===== src/rtl/pwm_gen_3ph.sv =====
// rtl/pwm_gen_3ph.sv - three-phase centre-aligned PWM with double-buffered duties; define DEADTIME_EN for dead-time insertion
module pwm_gen_3ph #(
    parameter int D_WIDTH  = 19,
    parameter int DT_WIDTH = 8
) (
    input  logic                clk,
    input  logic                rstb,
    input  logic                valid,
    output logic                ready,
    input  logic [D_WIDTH-1:0]  dutyA_in,
    input  logic [D_WIDTH-1:0]  dutyB_in,
    input  logic [D_WIDTH-1:0]  dutyC_in,
    input  logic [D_WIDTH-1:0]  periodTop,
    input  logic [DT_WIDTH-1:0] deadtime_in,
    output logic                pwmA_out,
    output logic                pwmA_n_out,
    output logic                pwmB_out,
    output logic                pwmB_n_out,
    output logic                pwmC_out,
    output logic                pwmC_n_out,
    output logic                period_start
);

    typedef enum logic {DIR_UP, DIR_DOWN} dir_t;

    dir_t                      dir, dir_nxt;
    logic [D_WIDTH-1:0]        cnt, cnt_nxt;
    logic [D_WIDTH-1:0]        period_act, p_eff;
    logic [2:0][D_WIDTH-1:0]   duty_in, duty_pend, duty_act, duty_eff;
    logic                      pend_full, pend_full_nxt;
    logic                      valley, en, accept, load;
    logic [2:0]                raw;
    logic [2:0]                hs, ls;

    // The period being entered at a valley uses the live periodTop, so the
    // enable decision, clamp and first compare all see the newly latched value.
    always_comb begin
        duty_in       = {dutyC_in, dutyB_in, dutyA_in};
        valley        = (cnt == '0);
        p_eff         = valley ? periodTop : period_act;
        en            = (p_eff >= D_WIDTH'(2));
        accept        = valid && ready;
        load          = valley && pend_full;
        pend_full_nxt = pend_full;
        if (load)
            pend_full_nxt = 1'b0;
        if (accept)
            pend_full_nxt = 1'b1;
        for (int i = 0; i < 3; i++) begin
            duty_eff[i] = duty_act[i];
            if (load)
                duty_eff[i] = (duty_pend[i] > p_eff) ? p_eff : duty_pend[i];
            // Falling half compares one count later so the pulse is exactly 2*duty cycles.
            raw[i] = en && ((duty_eff[i] == p_eff) || (cnt < duty_eff[i]) ||
                            (dir == DIR_DOWN && cnt == duty_eff[i] && duty_eff[i] != '0));
        end
        cnt_nxt = '0;
        dir_nxt = DIR_UP;
        if (en) begin
            if (valley) begin
                cnt_nxt = D_WIDTH'(1);
                dir_nxt = DIR_UP;
            end else if (dir == DIR_UP) begin
                if (cnt >= p_eff) begin
                    cnt_nxt = cnt - D_WIDTH'(1);
                    dir_nxt = DIR_DOWN;
                end else begin
                    cnt_nxt = cnt + D_WIDTH'(1);
                    dir_nxt = DIR_UP;
                end
            end else begin
                cnt_nxt = cnt - D_WIDTH'(1);
                dir_nxt = DIR_DOWN;
            end
        end
    end

    always_ff @(posedge clk) begin
        if (rstb) begin
            cnt          <= '0;
            dir          <= DIR_UP;
            period_act   <= '0;
            duty_pend    <= '0;
            duty_act     <= '0;
            pend_full    <= 1'b0;
            ready        <= 1'b0;
            period_start <= 1'b0;
        end else begin
            cnt          <= cnt_nxt;
            dir          <= dir_nxt;
            if (valley)
                period_act <= periodTop;
            if (accept)
                duty_pend <= duty_in;
            duty_act     <= duty_eff;
            pend_full    <= pend_full_nxt;
            ready        <= !pend_full_nxt;
            period_start <= valley && en;
        end
    end

`ifdef DEADTIME_EN
    logic [2:0]               raw_q;
    logic [2:0][DT_WIDTH-1:0] dt_cnt;

    // Any raw edge blanks both gates for deadtime_in cycles; a new edge restarts the blanking.
    always_ff @(posedge clk) begin
        if (rstb) begin
            raw_q  <= '0;
            dt_cnt <= '0;
            hs     <= '0;
            ls     <= '0;
        end else begin
            for (int i = 0; i < 3; i++) begin
                raw_q[i] <= raw[i];
                if (!en) begin
                    hs[i]     <= 1'b0;
                    ls[i]     <= 1'b0;
                    dt_cnt[i] <= '0;
                end else if (deadtime_in == '0) begin
                    hs[i]     <= raw[i];
                    ls[i]     <= !raw[i];
                    dt_cnt[i] <= '0;
                end else if (raw[i] != raw_q[i]) begin
                    hs[i]     <= 1'b0;
                    ls[i]     <= 1'b0;
                    dt_cnt[i] <= deadtime_in - DT_WIDTH'(1);
                end else if (dt_cnt[i] != '0) begin
                    hs[i]     <= 1'b0;
                    ls[i]     <= 1'b0;
                    dt_cnt[i] <= dt_cnt[i] - DT_WIDTH'(1);
                end else begin
                    hs[i]     <= raw[i];
                    ls[i]     <= !raw[i];
                end
            end
        end
    end
`else
    logic dt_unused;
    assign dt_unused = ^deadtime_in;

    always_ff @(posedge clk) begin
        if (rstb) begin
            hs <= '0;
            ls <= '0;
        end else begin
            hs <= raw;
            ls <= {3{en}} & ~raw;
        end
    end
`endif

    assign pwmA_out   = hs[0];
    assign pwmA_n_out = ls[0];
    assign pwmB_out   = hs[1];
    assign pwmB_n_out = ls[1];
    assign pwmC_out   = hs[2];
    assign pwmC_n_out = ls[2];

endmodule


===== config.mk =====
export PLATFORM = sky130hd
export DESIGN_NAME = pwm_gen_3ph
export DESIGN_NICKNAME = d
export VERILOG_FILES = /design/src/rtl/pwm_gen_3ph.sv
export SDC_FILE = /design/constraint.sdc
export NUM_CORES = 1
export LEC_CHECK = 0
export ABC_AREA = 1
export CAP_MARGIN = 30
export CORE_MARGIN = 8
export CORE_UTILIZATION = 55
export CTS_CLUSTER_SIZE = 25
export DETAILED_ROUTE_END_ITERATION = 6
export DONT_BUFFER_PORTS = 1
export PLACE_DENSITY = 0.73
export SYNTH_ARGS = -nofsm -noshare
export SYNTH_HDL_FRONTEND = slang
export SYNTH_SLANG_ARGS = --single-unit

===== constraint.sdc =====
create_clock -name clk -period 4.5 [get_ports clk]
set_input_delay 0.9 -clock clk [delete_from_list [all_inputs] [get_ports clk]]
set_output_delay 0.9 -clock clk [all_outputs]
set_load 0.02 [all_outputs]

* Yosys cells after proc, flatten, opt, wreduce, memory -nomap -nowiden *
Index checks and enable logic that the tools add are counted.

storage, ports and cells
  register bits = 162
  input bits = 87
  output and inout bits = 8
  word-level logic and storage cells = 73

cells by class
  add/subtract/negate cells = 2
  $lt $le $gt $ge = 8
  eq/ne operators = 6
  multiplexer cells = 14
  bitwise logic cells = 3
  reductions and logical operators = 25

operator list
  cell                                                  number
  2-to-1 mux 19 bit                                     9
  equality test 19 bit                                  6
  greater-than comparator 19 bit                        3
  less-than comparator 19 bit                           3
  nonzero test 19 bit                                   3
  adder 19 x 1 -> 19 bit, second input constant         1
  >= comparator 19 bit                                  1
  >= comparator 19 x 2 -> 1 bit, second input constant  1
  zero test 19 bit                                      1
  subtractor 19 x 1 -> 19 bit, second input constant    1
  logical AND 1 bit                                     12
  logical OR 1 bit                                      6
  2-to-1 mux 1 bit                                      5
  AND 3 bit                                             1
  NOT 3 bit                                             1
  OR reduction 3 bit                                    1
  OR reduction 2 bit                                    1
  zero test 1 bit                                       1
  NOT 1 bit                                             1

* Longest topological paths before layout *
Gate-level depths: netlist (run 1).

  depth after elaboration = 12
  gate-level depth with buffers = 41
  mapped depth without buffers = 38

* Worst setup path after synthesis (run 1) *
Ideal clock, no wire load.

  path kind = register -> register
  start point = register cnt[0]
  end point = register hs[0]
  data arrival time = 4,781 ps
  setup slack = -397 ps
  stages on the path, launching flop included = 33
  clock period less this slack = 4,897 ps
  cell sequence = dfxtp_1 > inv_1 > ha_1 > nand2_4 > nor2_8 > nand3_4 > buf_6 > o21ai_1 > inv_1 > ha_1 > nand2_1 > nor2_1 > nand4_1 > nor4b_1 > nand3_1 > clkbuf_1 > nand3_1 > nand3_1 > nand2_1 > inv_1 > ha_1 > nand2_1 > nor2_1 > a311oi_1 > a2111o_1 > o211ai_1 > nand2_1 > o211ai_1 > nand2_1 > nand2_1 > nand2_1 > nor2_1 > nor2_1

between the ends
  cells in the longest elaborated chain, start to end = 10
  elaborated cells on any way between the ends = 16

RTL lines
  what                                                                                    line  RTL
  start, declared                                                                         27    logic [D_WIDTH-1:0] cnt, cnt_nxt;
  start signal, assigned                                                                  89    cnt <= cnt_nxt;
  parallel branches: the longest is 9 deep, another holds greater-than comparator 19 bit  n/a
  logical AND 1 bit (*)                                                                   54    raw[i] = en && ((duty_eff[i] == p_eff) || (cnt < duty_eff[i]) ||
  end signal, assigned                                                                    148   hs <= raw;
  end, declared                                                                           33    logic [2:0] hs, ls;

Every way passes the cells marked *.
A chain may end at the register's enable or synchronous reset.

* Final worst setup path (run 1) *
  start point = register cnt[0]
  end point = register ls[2]

between the ends
  cells in the longest elaborated chain, start to end = 12
  elaborated cells on any way between the ends = 18

RTL lines
  what                                                                                     line  RTL
  parallel branches: the longest is 11 deep, another holds greater-than comparator 19 bit  n/a
  AND 3 bit (*)                                                                            149   ls <= {3{en}} & ~raw;
  end signal, assigned                                                                     149
  end, declared                                                                            33

Marks and branches as above.

==> impl_results.html, run 1 <==
<table>
<tr><th>Metric</th><th>Value</th></tr>
<tr><th colspan="2">Status</th></tr>
<tr><td>Status</td><td>finished, violations left</td></tr>
<tr><td>Failing checks</td><td>setup timing</td></tr>
<tr><th colspan="2">Worst setup path</th></tr>
<tr><td>CP Data Required Time</td><td>between 4 and 5 ns</td></tr>
<tr><td>Launch point of the worst reg-to-reg path</td><td>cnt[0]</td></tr>
<tr><td>Cell mode on critical path</td><td>sky130_fd_sc_hd__nand2_1</td></tr>
<tr><td>Crit path max fanout</td><td>8</td></tr>
<tr><td>Biggest cell delay along the critical path</td><td>0.33 ns</td></tr>
<tr><td>Endpoint arrival time on the critical path</td><td>5.18 ns</td></tr>
<tr><td>Sort of element at the end of the critical path</td><td>register</td></tr>
<tr><td>Cell type group with the largest total delay on the critical path</td><td>simple AND/OR/NAND/NOR gates</td></tr>
<tr><td>Crit path max-delay cell type</td><td>sky130_fd_sc_hd__dfxtp_2</td></tr>
<tr><td>Element type at the critical path start</td><td>register</td></tr>
<tr><td>Number of buffers and inverters on the critical path</td><td>4</td></tr>
<tr><td>Type of the worst setup path</td><td>register to register</td></tr>
<tr><td>Critical path origin</td><td>cnt[0]</td></tr>
<tr><th colspan="2">CTS</th></tr>
<tr><td>Clk slew on worst S/H paths</td><td>0.07 ns</td></tr>
<tr><td>Worst-case clock buffer depth</td><td>2</td></tr>
<tr><td>Clock Sinks</td><td>162</td></tr>
<tr><td>Clock tree from TritonCTS</td><td>done</td></tr>
<tr><td>Number of CTS-inserted buffers</td><td>17</td></tr>
<tr><td>Cts-stage hold buffer count</td><td>0</td></tr>
<tr><td>Maximum level of the CTS H-tree</td><td>4</td></tr>
<tr><td>Root buf cell</td><td>sky130_fd_sc_hd__clkbuf_16</td></tr>
<tr><td>Insertion delay to the later sink of the worst-skew pair</td><td>0.44 ns</td></tr>
<tr><th colspan="2">STA</th></tr>
<tr><td>Setup ws final</td><td>-0.356 ns</td></tr>
<tr><td>Pin slew with the least headroom to its limit</td><td>between 0.8 and 0.9 ns</td></tr>
<tr><td>Final sum of negative setup slack</td><td>-1.41 ns</td></tr>
<tr><td>Final count of hold timing violations</td><td>0</td></tr>
<tr><td>Final period util</td><td>108%</td></tr>
<tr><td>Final period demand of the worst path</td><td>4.86 ns</td></tr>
<tr><td>Headroom to the max-slew limit</td><td>about 40%</td></tr>
<tr><td>Achievable clock frequency</td><td>0.206 GHz</td></tr>
<tr><td>Unrepaired setup endpoints after global routing</td><td>true</td></tr>
<tr><td>Clock skew</td><td>0.0114 ns</td></tr>
<tr><td>Post-Route Hold Slack</td><td>0.493 ns</td></tr>
<tr><td>Final setup violation count</td><td>6</td></tr>
<tr><td>Final Max Slew Viols</td><td>0</td></tr>
<tr><th colspan="2">Layout</th></tr>
<tr><td>Commonest non-fill, non-tap cell in the layout</td><td>sky130_fd_sc_hd__nand2_1</td></tr>
<tr><td>Post-route cell area</td><td>15100 um^2</td></tr>
<tr><td>Total number of nets in the final design</td><td>2136</td></tr>
<tr><td>Layout cells sized above 1</td><td>between 20% and 30%</td></tr>
<tr><td>Layout Area Growth over Synthesis</td><td>30.8%</td></tr>
<tr><td>Non-Filler Instances</td><td>2206</td></tr>
<tr><td>Commonest cells after routing, fill and taps aside</td><td>sky130_fd_sc_hd__nand2_1 (392), sky130_fd_sc_hd__buf_4 (222), sky130_fd_sc_hd__nor2_1 (200), sky130_fd_sc_hd__nand3_1 (161), sky130_fd_sc_hd__dfxtp_1 (156)</td></tr>
<tr><td>Final design utilization</td><td>72.6%</td></tr>
<tr><td>Number of antenna diodes</td><td>0</td></tr>
<tr><th colspan="2">Min path</th></tr>
<tr><td>Worst min-delay path class</td><td>register to register</td></tr>
<tr><td>Worst hold start</td><td>duty_pend[15]</td></tr>
<tr><th colspan="2">Route</th></tr>
<tr><td>Drt first pass iters</td><td>6</td></tr>
<tr><td>Residual antenna-violating net count after detailed routing</td><td>0</td></tr>
<tr><td>Vias/cell</td><td>5.83</td></tr>
<tr><td>Total detailed-routing wirelength</td><td>43.1 mm</td></tr>
<tr><td>Avg WL per Cell</td><td>19.5 um</td></tr>
<tr><td>Residual DRC</td><td>0</td></tr>
<tr><td>Via count</td><td>12900</td></tr>
<tr><td>Drt first-iter violations</td><td>about 1300</td></tr>
<tr><th colspan="2">Power</th></tr>
<tr><td>Peak supply drop</td><td>0.754 mV</td></tr>
<tr><td>Power per Cell Area</td><td>around 860 nW/um^2</td></tr>
<tr><td>LEAKAGE</td><td>7.21 nW</td></tr>
<tr><td>Overall power</td><td>between 10 and 15 mW</td></tr>
<tr><th colspan="2">Floorplan</th></tr>
<tr><td>Overall die height</td><td>161 um</td></tr>
<tr><td>Starting Density</td><td>55.5%</td></tr>
<tr><td>Width of the chip</td><td>161 um</td></tr>
<tr><td>I/O pin count</td><td>95</td></tr>
<tr><td>Core area</td><td>20800 um^2</td></tr>
<tr><td>Area of the die</td><td>25900 um^2</td></tr>
<tr><td>Cell row count</td><td>53</td></tr>
<tr><th colspan="2">Synthesis</th></tr>
<tr><td>Async SR Flop Fraction</td><td>0%</td></tr>
<tr><td>Predominant post-synthesis flop cell</td><td>sky130_fd_sc_hd__dfxtp_1</td></tr>
<tr><td>Synth cell types</td><td>51</td></tr>
<tr><td>Yosys Warn Count</td><td>0</td></tr>
<tr><td>Avg Inst Size Synth</td><td>6.75 um^2</td></tr>
<tr><td>Post-Syn Area</td><td>11600 um^2</td></tr>
<tr><td>Net Count, Synth</td><td>1931</td></tr>
<tr><td>Part of the Yosys area used for sequential elements</td><td>28.0%</td></tr>
<tr><td>Count of flip-flops with a built-in enable after synthesis</td><td>0</td></tr>
<tr><td>Count of mapped cells out of synthesis</td><td>1713</td></tr>
<tr><td>Synthesized flop and latch total</td><td>162</td></tr>
<tr><th colspan="2">Placed design</th></tr>
<tr><td>Dpl ws</td><td>-0.405 ns</td></tr>
<tr><td>Number of cells in the design after placement</td><td>2150</td></tr>
<tr><td>Placer Congestion</td><td>around 0.96</td></tr>
<tr><td>Placed wire-length estimate after detailed placement</td><td>32.0 mm</td></tr>
<tr><td>Area after DPL</td><td>13500 um^2</td></tr>
<tr><td>Number of port buffers</td><td>0</td></tr>
<tr><th colspan="2">Global routing</th></tr>
<tr><td>Remaining global-route overflow</td><td>0</td></tr>
<tr><td>Via count of the first global-routing pass</td><td>around 12000</td></tr>
<tr><td>Maximum number of pins on one net before global-route repair</td><td>137</td></tr>
<tr><td>Layer carrying the most global-route usage</td><td>met2</td></tr>
<tr><td>Met1 Resource Use GR</td><td>39.6%</td></tr>
<tr><td>Routing usage on met2</td><td>about half</td></tr>
<tr><td>Met3 demand-to-capacity share in global routing</td><td>under 10%</td></tr>
<tr><td>Initial antenna violation count</td><td>0</td></tr>
<tr><td>Total global-route track usage</td><td>31.5%</td></tr>
<tr><td>Wire length of the first global-routing pass</td><td>64.1 mm</td></tr>
<tr><th colspan="2">Job</th></tr>
<tr><td>Max-cap violation count</td><td>0</td></tr>
</table>
-- path summary, 6_finish.rpt --
path / end / slack, ns / depth (start not counted)
setup reg to reg: ls[2] / -0.36 / 40
hold reg to reg: duty_pend[15] / 0.49 / 2
hold / removal: duty_pend[15] / 0.49 / 2
setup / recovery: ls[2] / -0.36 / 40
-- worst min-delay path, cell delays in order (launching register included) --
cell,delay (ns)
sky130_fd_sc_hd__dfxtp_1,0.32
sky130_fd_sc_hd__inv_1,0.07
sky130_fd_sc_hd__a211oi_1,0.06
-- cell usage after synthesis (21+ instances only) --
cell type,count,area (um^2)
sky130_fd_sc_hd__or2_2,41,257
sky130_fd_sc_hd__o21ai_0,32,160
sky130_fd_sc_hd__dfxtp_1,162,3240
sky130_fd_sc_hd__xor2_1,21,184
sky130_fd_sc_hd__a211oi_1,34,255
sky130_fd_sc_hd__a21oi_1,102,510
sky130_fd_sc_hd__nor2_1,212,796
sky130_fd_sc_hd__clkbuf_1,32,120
sky130_fd_sc_hd__ha_1,131,1640
sky130_fd_sc_hd__nand4_1,26,163
sky130_fd_sc_hd__inv_1,139,522
sky130_fd_sc_hd__nand3_1,185,926
sky130_fd_sc_hd__nand2_1,431,1620
-- metal layers --
| metal | wire (um) | vias to the layer above | part of all wire [%] |
|---|---|---|---|
| met2 | 18900 | 675 | 44 |
| met3 | 3760 | 169 | 8.7 |
| met5 | 0 | - | 0 |
| li1 | - | 6093 | - |
| met1 | 17700 | 5924 | 41 |
| met4 | 2760 | 0 | 6.4 |
-- layout make-up --
cell class,count,area (um^2)
Timing Repair Buffer,249,2050
Multi-Input combinational cell,1336,8300
Inverter,152,578
Tap cell,275,344
Sequential cell,162,3250
Clock buffer,18,429
Fill cell,1635,5700
Clock inverter,14,165
-- state kept, by name, summed over array words and instances, names as in the netlist --
register,flops
period_act,19
ls,3
ready,1
period_start,1
duty_act,57
dir,1
hs,3
pend_full,1
cnt,19
duty_pend,57
-- power by group --
part           switching [mW]  internal, mW
combinational            5.80          3.90
clock                   0.698         0.837
sequential              0.144          1.66
-- kinds of logic after synthesis --
logic type / after synthesis / synth area share [%]
AOI/OAI and AO/OA: 224 / 11.5
adders and majority gates: 131 / 14.2
buffers and inverters: 215 / 7.89
xor gates and xnor gates: 27 / 2.05
DFF: 162 / 28.0
and+or+nand+nor: 952 / 36.1
muxes: 2 / 0.173
-- what timing repair did --
item | CTS | global route
buffers inserted | 11 | 14
resized for setup | 68 | 109
setup endpoints to repair | 6 | 7
pin swaps | 35 | 72
(Power assumes the default switching activity.)
==> run 2, diff against run 1 <==
--- a/config.mk
+++ b/config.mk
@@ -12,6 +12,8 @@
 export CTS_CLUSTER_SIZE = 25
 export DETAILED_ROUTE_END_ITERATION = 6
 export DONT_BUFFER_PORTS = 1
+export GPL_ROUTABILITY_DRIVEN = 0
+export GPL_TIMING_DRIVEN = 0
 export PLACE_DENSITY = 0.73
 export SYNTH_ARGS = -nofsm -noshare
 export SYNTH_HDL_FRONTEND = slang
==> impl_results.html, run 2 (synthesis results as in run 1) <==
<table>
<tr><th>Metric</th><th>Value</th></tr>
<tr><th colspan="2">Status</th></tr>
<tr><td>Status</td><td>finished, violations left</td></tr>
<tr><td>Failing checks</td><td>DRC, setup timing</td></tr>
<tr><th colspan="2">STA</th></tr>
<tr><td>Headroom to the max-slew limit</td><td>42.9% (+2.3 points)</td></tr>
<tr><td>Pin slew with the least headroom to its limit</td><td>0.849 ns (-0.0341 ns)</td></tr>
<tr><td>Final setup violation count</td><td>6 (unchanged)</td></tr>
<tr><td>Final period demand of the worst path</td><td>5.11 ns (+0.251 ns)</td></tr>
<tr><td>Setup ws final</td><td>-0.607 ns (-0.251 ns)</td></tr>
<tr><td>Final count of hold timing violations</td><td>0 (unchanged)</td></tr>
<tr><td>Unrepaired setup endpoints after global routing</td><td>true</td></tr>
<tr><td>Clock skew</td><td>0.0166 ns (+0.00522 ns)</td></tr>
<tr><td>Achievable clock frequency</td><td>0.196 GHz (-4.9%)</td></tr>
<tr><td>Final period util</td><td>113% (+5.6 points)</td></tr>
<tr><td>Final Max Slew Viols</td><td>0 (unchanged)</td></tr>
<tr><th colspan="2">CTS</th></tr>
<tr><td>Cts-stage hold buffer count</td><td>0 (unchanged)</td></tr>
<tr><td>Number of CTS-inserted buffers</td><td>17 (unchanged)</td></tr>
<tr><td>Maximum level of the CTS H-tree</td><td>4 (unchanged)</td></tr>
<tr><td>Clock Sinks</td><td>162 (unchanged)</td></tr>
<tr><td>Clk slew on worst S/H paths</td><td>0.07 ns (about the same)</td></tr>
<tr><td>Insertion delay to the later sink of the worst-skew pair</td><td>0.45 ns (about the same)</td></tr>
<tr><td>Root buf cell</td><td>sky130_fd_sc_hd__clkbuf_16</td></tr>
<tr><td>Worst-case clock buffer depth</td><td>2 (unchanged)</td></tr>
<tr><td>Clock tree from TritonCTS</td><td>done</td></tr>
<tr><th colspan="2">Worst setup path</th></tr>
<tr><td>Sort of element at the end of the critical path</td><td>register</td></tr>
<tr><td>Biggest cell delay along the critical path</td><td>0.37 ns (+0.04 ns)</td></tr>
<tr><td>Endpoint arrival time on the critical path</td><td>5.43 ns (+0.25 ns)</td></tr>
<tr><td>CP Data Required Time</td><td>4.82 ns (about the same)</td></tr>
<tr><td>FF-to-FF setup slack</td><td>-0.61 ns (-0.25 ns)</td></tr>
<tr><td>Crit path max fanout</td><td>11 (+3)</td></tr>
<tr><td>Type of the worst setup path</td><td>register to register</td></tr>
<tr><td>Crit path max-delay cell type</td><td>sky130_fd_sc_hd__dfxtp_4</td></tr>
<tr><td>Cell type group with the largest total delay on the critical path</td><td>simple AND/OR/NAND/NOR gates</td></tr>
<tr><td>Element type at the critical path start</td><td>register</td></tr>
<tr><td>Number of buffers and inverters on the critical path</td><td>6 (+2)</td></tr>
<tr><td>Critical path origin</td><td>cnt[0]</td></tr>
<tr><td>Cell mode on critical path</td><td>sky130_fd_sc_hd__buf_12</td></tr>
<tr><td>Launch point of the worst reg-to-reg path</td><td>cnt[0]</td></tr>
<tr><th colspan="2">Placed design</th></tr>
<tr><td>Placed wire-length estimate after detailed placement</td><td>30.2 mm (-5.5%)</td></tr>
<tr><td>Number of cells in the design after placement</td><td>1988 (-7.5%)</td></tr>
<tr><td>Area after DPL</td><td>12100 um^2 (-10%)</td></tr>
<tr><td>Dpl ws</td><td>-1.50 ns (-1.10 ns)</td></tr>
<tr><td>Number of port buffers</td><td>0 (unchanged)</td></tr>
<tr><th colspan="2">Layout</th></tr>
<tr><td>Number of antenna diodes</td><td>0 (unchanged)</td></tr>
<tr><td>Non-Filler Instances</td><td>2168 (-1.7%)</td></tr>
<tr><td>Commonest cells after routing, fill and taps aside</td><td>sky130_fd_sc_hd__nand2_1 (397), sky130_fd_sc_hd__nor2_1 (202), sky130_fd_sc_hd__nand3_1 (160), sky130_fd_sc_hd__dfxtp_1 (143), sky130_fd_sc_hd__buf_4 (135)</td></tr>
<tr><td>Register area</td><td>3310 um^2 (+1.8%)</td></tr>
<tr><td>Layout Area Growth over Synthesis</td><td>28.9%</td></tr>
<tr><td>Total number of nets in the final design</td><td>2099 (-1.7%)</td></tr>
<tr><td>Post-route cell area</td><td>14900 um^2 (-1.4%)</td></tr>
<tr><td>Final design utilization</td><td>71.6% (-1.0 points)</td></tr>
<tr><td>Layout cells sized above 1</td><td>23.9% (-3.1 points)</td></tr>
<tr><td>Commonest non-fill, non-tap cell in the layout</td><td>sky130_fd_sc_hd__nand2_1</td></tr>
<tr><td>Count of filler cells inserted in the layout</td><td>1647 (+0.73%)</td></tr>
<tr><td>Area used by multi-input combinational logic</td><td>8340 um^2 (+0.39%)</td></tr>
<tr><td>Leading registers by flop count</td><td>duty_act x57, duty_pend x57</td></tr>
<tr><th colspan="2">Global routing</th></tr>
<tr><td>Maximum number of pins on one net before global-route repair</td><td>17 (-88%)</td></tr>
<tr><td>Wire length of the first global-routing pass</td><td>70.2 mm (+9.6%)</td></tr>
<tr><td>Total global-route track usage</td><td>34.9% (+3.3 points)</td></tr>
<tr><td>Initial antenna violation count</td><td>1 (+1)</td></tr>
<tr><td>Remaining global-route overflow</td><td>0 (unchanged)</td></tr>
<tr><td>Via count of the first global-routing pass</td><td>12500 (+4.9%)</td></tr>
<tr><th colspan="2">Floorplan</th></tr>
<tr><td>Starting Density</td><td>55.5% (unchanged)</td></tr>
<tr><td>Width of the chip</td><td>161 um (unchanged)</td></tr>
<tr><td>Cell row count</td><td>53 (unchanged)</td></tr>
<tr><td>Overall die height</td><td>161 um (unchanged)</td></tr>
<tr><td>Area of the die</td><td>25900 um^2 (unchanged)</td></tr>
<tr><td>I/O pin count</td><td>95 (unchanged)</td></tr>
<tr><td>Core area</td><td>20800 um^2 (unchanged)</td></tr>
<tr><th colspan="2">Power</th></tr>
<tr><td>Overall power</td><td>13.4 mW (+2.9%)</td></tr>
<tr><td>Power per Cell Area</td><td>900 nW/um^2 (+4.4%)</td></tr>
<tr><td>LEAKAGE</td><td>7.01 nW (-2.7%)</td></tr>
<tr><td>Peak supply drop</td><td>0.543 mV (-28%)</td></tr>
<tr><th colspan="2">Route</th></tr>
<tr><td>Drt first-iter violations</td><td>1782 (+38%)</td></tr>
<tr><td>Via count</td><td>13300 (+3.5%)</td></tr>
<tr><td>Total detailed-routing wirelength</td><td>47.1 mm (+9.3%)</td></tr>
<tr><td>Residual DRC</td><td>34 (+34)</td></tr>
<tr><td>Residual antenna-violating net count after detailed routing</td><td>0 (unchanged)</td></tr>
<tr><td>Avg WL per Cell</td><td>21.7 um (+11%)</td></tr>
<tr><td>Drt first pass iters</td><td>7 (+1)</td></tr>
<tr><td>Vias/cell</td><td>6.14 (+5.3%)</td></tr>
<tr><th colspan="2">Min path</th></tr>
<tr><td>Worst min-delay path class</td><td>register to register</td></tr>
<tr><td>Worst hold start</td><td>cnt[13]</td></tr>
<tr><th colspan="2">Job</th></tr>
<tr><td>Max-cap violation count</td><td>0 (unchanged)</td></tr>
</table>
-- run 2: repair_timing --
action                     4_1_cts  5_1_grt
resized for setup              159       62
cloned                           4        1
pin swaps                       84       68
setup endpoints to repair       25       20
setup buffers                  113       36
-- run 2: worst register-to-register path: cells and delay by family, from the launching register on --
family | cells | cell delay [ns]
adders and majority gates | 3 | 0.48
buffers and inverters | 6 | 0.94
AOI/OAI and AO/OA | 9 | 1.35
DFF | 1 | 0.37
and+or+nand+nor | 17 | 1.86
-- run 2: final timing paths --
kind	end	cells past startpoint
setup / recovery	ls[2]	35
hold / removal	cnt[13]	1
setup reg to reg	ls[2]	35
hold reg to reg	cnt[13]	1
-- run 2: final cells by class --
type                            count  area share (%)
Clock buffer                       18            2.95
Buffer                             59            2.80
Sequential cell                   162            22.2
Timing Repair Buffer              153            8.94
Inverter                          152            4.03
Tap cell                          275            2.31
Multi-Input combinational cell   1336            55.9
Clock inverter                     13           0.856
-- run 2: routing by layer --
layer	track usage, %	vias up	share of wire (%)
met5	0	-	0
met4	24.5	0	8.8
met3	9.24	322	12
met2	54.2	944	42
met1	41.3	6024	37
li1	-	6024	-
-- run 2: report_power, final --
group	internal (mW)	switching [mW]
Combinational	4.04	6.03
Sequential	1.69	0.206
Clock	0.785	0.681
Total	6.51	6.91
-- run 2: through the flow --
stage	hold slack, ns	setup TNS, ns
3_3_place_gp	0.480	-8.77
2_1_floorplan	0.458	-0.267
4_1_cts	0.493	-2.33
3_5_place_dp	0.481	-9.98
6_report	0.499	-3.07
5_1_grt	0.503	-4.49
==> run 3, diff against run 2 <==
--- a/config.mk
+++ b/config.mk
@@ -18,3 +18,4 @@
 export SYNTH_ARGS = -nofsm -noshare
 export SYNTH_HDL_FRONTEND = slang
 export SYNTH_SLANG_ARGS = --single-unit
+export TNS_END_PERCENT = 5
==> impl_results.html, run 3 (synthesis results as in run 1) <==
<table>
<tr><th>Metric</th><th>Value</th></tr>
<tr><th colspan="2">Status</th></tr>
<tr><td>Status</td><td>finished, violations left</td></tr>
<tr><td>Failing checks</td><td>DRC, setup timing</td></tr>
<tr><th colspan="2">Floorplan</th></tr>
<tr><td>Area of the die</td><td>25900 um^2 (unchanged)</td></tr>
<tr><td>Width of the chip</td><td>161 um (unchanged)</td></tr>
<tr><td>Core area</td><td>20800 um^2 (unchanged)</td></tr>
<tr><td>I/O pin count</td><td>95 (unchanged)</td></tr>
<tr><td>Starting Density</td><td>55.5% (unchanged)</td></tr>
<tr><td>Cell row count</td><td>53 (unchanged)</td></tr>
<tr><td>Overall die height</td><td>161 um (unchanged)</td></tr>
<tr><th colspan="2">Power</th></tr>
<tr><td>Net Sw Frac</td><td>52.0% (+0.53 points)</td></tr>
<tr><td>Sequential share of power</td><td>14.1% (about the same)</td></tr>
<tr><td>Internal power consumption</td><td>6.45 mW (-0.90%)</td></tr>
<tr><td>Share of power burned in combinational logic</td><td>74.9% (about the same)</td></tr>
<tr><td>Switching power of the nets</td><td>7.00 mW (+1.2%)</td></tr>
<tr><td>LEAKAGE</td><td>6.98 nW (-0.49%)</td></tr>
<tr><td>Clock share of power</td><td>11.0% (about the same)</td></tr>
<tr><td>Peak supply drop</td><td>0.687 mV (+26%)</td></tr>
<tr><td>Power per Cell Area</td><td>909 nW/um^2 (+1.0%)</td></tr>
<tr><th colspan="2">Placed design</th></tr>
<tr><td>Placed wire-length estimate after detailed placement</td><td>30.3 mm (+0.10%)</td></tr>
<tr><td>Number of cells in the design after placement</td><td>1988 (unchanged)</td></tr>
<tr><td>Area after DPL</td><td>12100 um^2 (-0.13%)</td></tr>
<tr><td>Dpl ws</td><td>-1.50 ns (+0.00423 ns)</td></tr>
<tr><td>Number of port buffers</td><td>0 (unchanged)</td></tr>
<tr><th colspan="2">STA</th></tr>
<tr><td>Headroom to the max-slew limit</td><td>42.6% (-0.27 points)</td></tr>
<tr><td>Clock skew</td><td>0.0157 ns (-0.000952 ns)</td></tr>
<tr><td>Setup ws final</td><td>-0.750 ns (-0.143 ns)</td></tr>
<tr><td>Final Max Slew Viols</td><td>0 (unchanged)</td></tr>
<tr><td>Final period util</td><td>117% (+3.2 points)</td></tr>
<tr><td>Unrepaired setup endpoints after global routing</td><td>true</td></tr>
<tr><td>Achievable clock frequency</td><td>0.190 GHz (-2.7%)</td></tr>
<tr><td>Final count of hold timing violations</td><td>0 (unchanged)</td></tr>
<tr><td>Pin slew with the least headroom to its limit</td><td>0.853 ns (+0.00400 ns)</td></tr>
<tr><td>Final period demand of the worst path</td><td>5.25 ns (+0.143 ns)</td></tr>
<tr><td>Final setup violation count</td><td>6 (unchanged)</td></tr>
<tr><th colspan="2">Global routing</th></tr>
<tr><td>Remaining global-route overflow</td><td>0 (unchanged)</td></tr>
<tr><td>Wire length of the first global-routing pass</td><td>69.2 mm (-1.4%)</td></tr>
<tr><td>Via count of the first global-routing pass</td><td>12300 (-1.3%)</td></tr>
<tr><td>Maximum number of pins on one net before global-route repair</td><td>17 (unchanged)</td></tr>
<tr><td>Initial antenna violation count</td><td>0 (-1)</td></tr>
<tr><td>Total global-route track usage</td><td>34.5% (-0.35 points)</td></tr>
<tr><th colspan="2">Layout</th></tr>
<tr><td>Commonest non-fill, non-tap cell in the layout</td><td>sky130_fd_sc_hd__nand2_1</td></tr>
<tr><td>Post-route cell area</td><td>14800 um^2 (-0.80%)</td></tr>
<tr><td>Layout cells sized above 1</td><td>22.4% (-1.5 points)</td></tr>
<tr><td>Total number of nets in the final design</td><td>2094 (-0.24%)</td></tr>
<tr><td>Final design utilization</td><td>71.0% (-0.57 points)</td></tr>
<tr><td>Non-Filler Instances</td><td>2163 (-0.23%)</td></tr>
<tr><td>Commonest cells after routing, fill and taps aside</td><td>sky130_fd_sc_hd__nand2_1 (404), sky130_fd_sc_hd__nor2_1 (202), sky130_fd_sc_hd__nand3_1 (171), sky130_fd_sc_hd__dfxtp_1 (143), sky130_fd_sc_hd__inv_1 (131)</td></tr>
<tr><td>Number of antenna diodes</td><td>0 (unchanged)</td></tr>
<tr><td>Leading registers by flop count</td><td>duty_act x57, duty_pend x57</td></tr>
<tr><td>Layout Area Growth over Synthesis</td><td>27.9%</td></tr>
<tr><th colspan="2">Route</th></tr>
<tr><td>Residual DRC</td><td>46 (+35%)</td></tr>
<tr><td>Avg WL per Cell</td><td>22.4 um (+3.0%)</td></tr>
<tr><td>Residual antenna-violating net count after detailed routing</td><td>0 (unchanged)</td></tr>
<tr><td>Drt first-iter violations</td><td>1794 (+0.67%)</td></tr>
<tr><td>Vias/cell</td><td>6.17 (+0.40%)</td></tr>
<tr><td>Drt first pass iters</td><td>7 (unchanged)</td></tr>
<tr><td>Total detailed-routing wirelength</td><td>48.4 mm (+2.8%)</td></tr>
<tr><td>Via count</td><td>13300 (+0.17%)</td></tr>
<tr><th colspan="2">CTS</th></tr>
<tr><td>Maximum level of the CTS H-tree</td><td>4 (unchanged)</td></tr>
<tr><td>Root buf cell</td><td>sky130_fd_sc_hd__clkbuf_16</td></tr>
<tr><td>Worst-case clock buffer depth</td><td>2 (unchanged)</td></tr>
<tr><td>Clk slew on worst S/H paths</td><td>0.07 ns (about the same)</td></tr>
<tr><td>Number of CTS-inserted buffers</td><td>17 (unchanged)</td></tr>
<tr><td>Insertion delay to the later sink of the worst-skew pair</td><td>0.45 ns (about the same)</td></tr>
<tr><td>Clock Sinks</td><td>162 (unchanged)</td></tr>
<tr><td>Clock tree from TritonCTS</td><td>done</td></tr>
<tr><th colspan="2">Worst setup path</th></tr>
<tr><td>Sort of element at the end of the critical path</td><td>register</td></tr>
<tr><td>Element type at the critical path start</td><td>register</td></tr>
<tr><td>Cell mode on critical path</td><td>sky130_fd_sc_hd__nand2_1</td></tr>
<tr><td>CP Data Required Time</td><td>4.84 ns (+0.02 ns)</td></tr>
<tr><td>Biggest cell delay along the critical path</td><td>0.45 ns (+0.08 ns)</td></tr>
<tr><td>Type of the worst setup path</td><td>register to register</td></tr>
<tr><td>Endpoint arrival time on the critical path</td><td>5.59 ns (+0.16 ns)</td></tr>
<tr><td>Crit path max-delay cell type</td><td>sky130_fd_sc_hd__o21ai_4</td></tr>
<tr><td>Crit path max fanout</td><td>6 (-5)</td></tr>
<tr><th colspan="2">Job</th></tr>
<tr><td>Max-cap violation count</td><td>0 (unchanged)</td></tr>
<tr><th colspan="2">Min path</th></tr>
<tr><td>Worst min-delay path class</td><td>register to register</td></tr>
</table>
run 3: cell types whose count changed in the layout (fill, tap and decap cells not counted), sizes merged:
cell / delta
inv: +2
buf: -3
clkbuf: -2
clkinvlp: -1
bufbuf: -1
run 3: repair_timing:
item | in CTS | in global routing
resized for setup | 143 | 55
endpoints found under the setup margin | 25 | 21
hold buffers | 0 | 0
pin swaps | 72 | 57
cloned | 2 | 0
buffers inserted | 102 | 44
run 3: final timing paths:
kind / startpoint / end / slack (ns) / depth (start not counted)
max: cnt[0] / ls[2] / -0.75 / 35
min: duty_pend[3] / duty_pend[3] / 0.51 / 2
max reg2reg: cnt[0] / ls[2] / -0.75 / 35
min reg2reg: duty_pend[3] / duty_pend[3] / 0.51 / 2
run 3: area by class of cell:
class / count / area (um^2)
clock buffers: 17 / 425
well taps: 275 / 344
clock inverters: 14 / 143
plain buffers: 59 / 414
repair buffers: 148 / 1330
flip-flops and latches: 162 / 3310
fillers: 1613 / 6030
inverters: 152 / 601
multi-input cells: 1336 / 8220
run 3: per-stage QoR:
stage | power (mW) | TNS [ns] | hold slack (ns)
after global placement | 8.91 | -9.93 | 0.480
after CTS | 12.2 | -3.12 | 0.504
after detailed placement | 9.08 | -11.05 | 0.492
after global routing | 14.1 | -5.43 | 0.528
final | 13.4 | -3.81 | 0.509
after floorplan | 7.22 | -0.288 | 0.458
run 3: power by group through the flow:
stage	Sequential (mW)	Combinational [mW]	Clock, mW
after floorplan	1.86	5.36	0
after global placement	1.97	6.94	0
after detailed placement	1.97	7.11	0
after CTS	1.94	8.79	1.46
after global routing	1.92	10.7	1.53
final	1.90	10.1	1.48
run 3: worst max-delay path: cells and delay by family, from the launching register on:
kind	cells	cell delay [ns]
adder cells (fa/ha/maj)	3	0.70
AND/OR/NAND/NOR	15	1.35
flip-flops	1	0.37
AO/OA/AOI/OAI	10	1.72
buffers and inverters	7	0.95
run 3: per-layer routing:
metal | global-route usage [%] | vias to the layer above | part of all wire [%]
met5 | 0 | - | 0
li1 | - | 6027 | -
met4 | 25.0 | 0 | 9.5
met2 | 53.3 | 969 | 41
met3 | 10.0 | 386 | 13
met1 | 40.4 | 5954 | 36
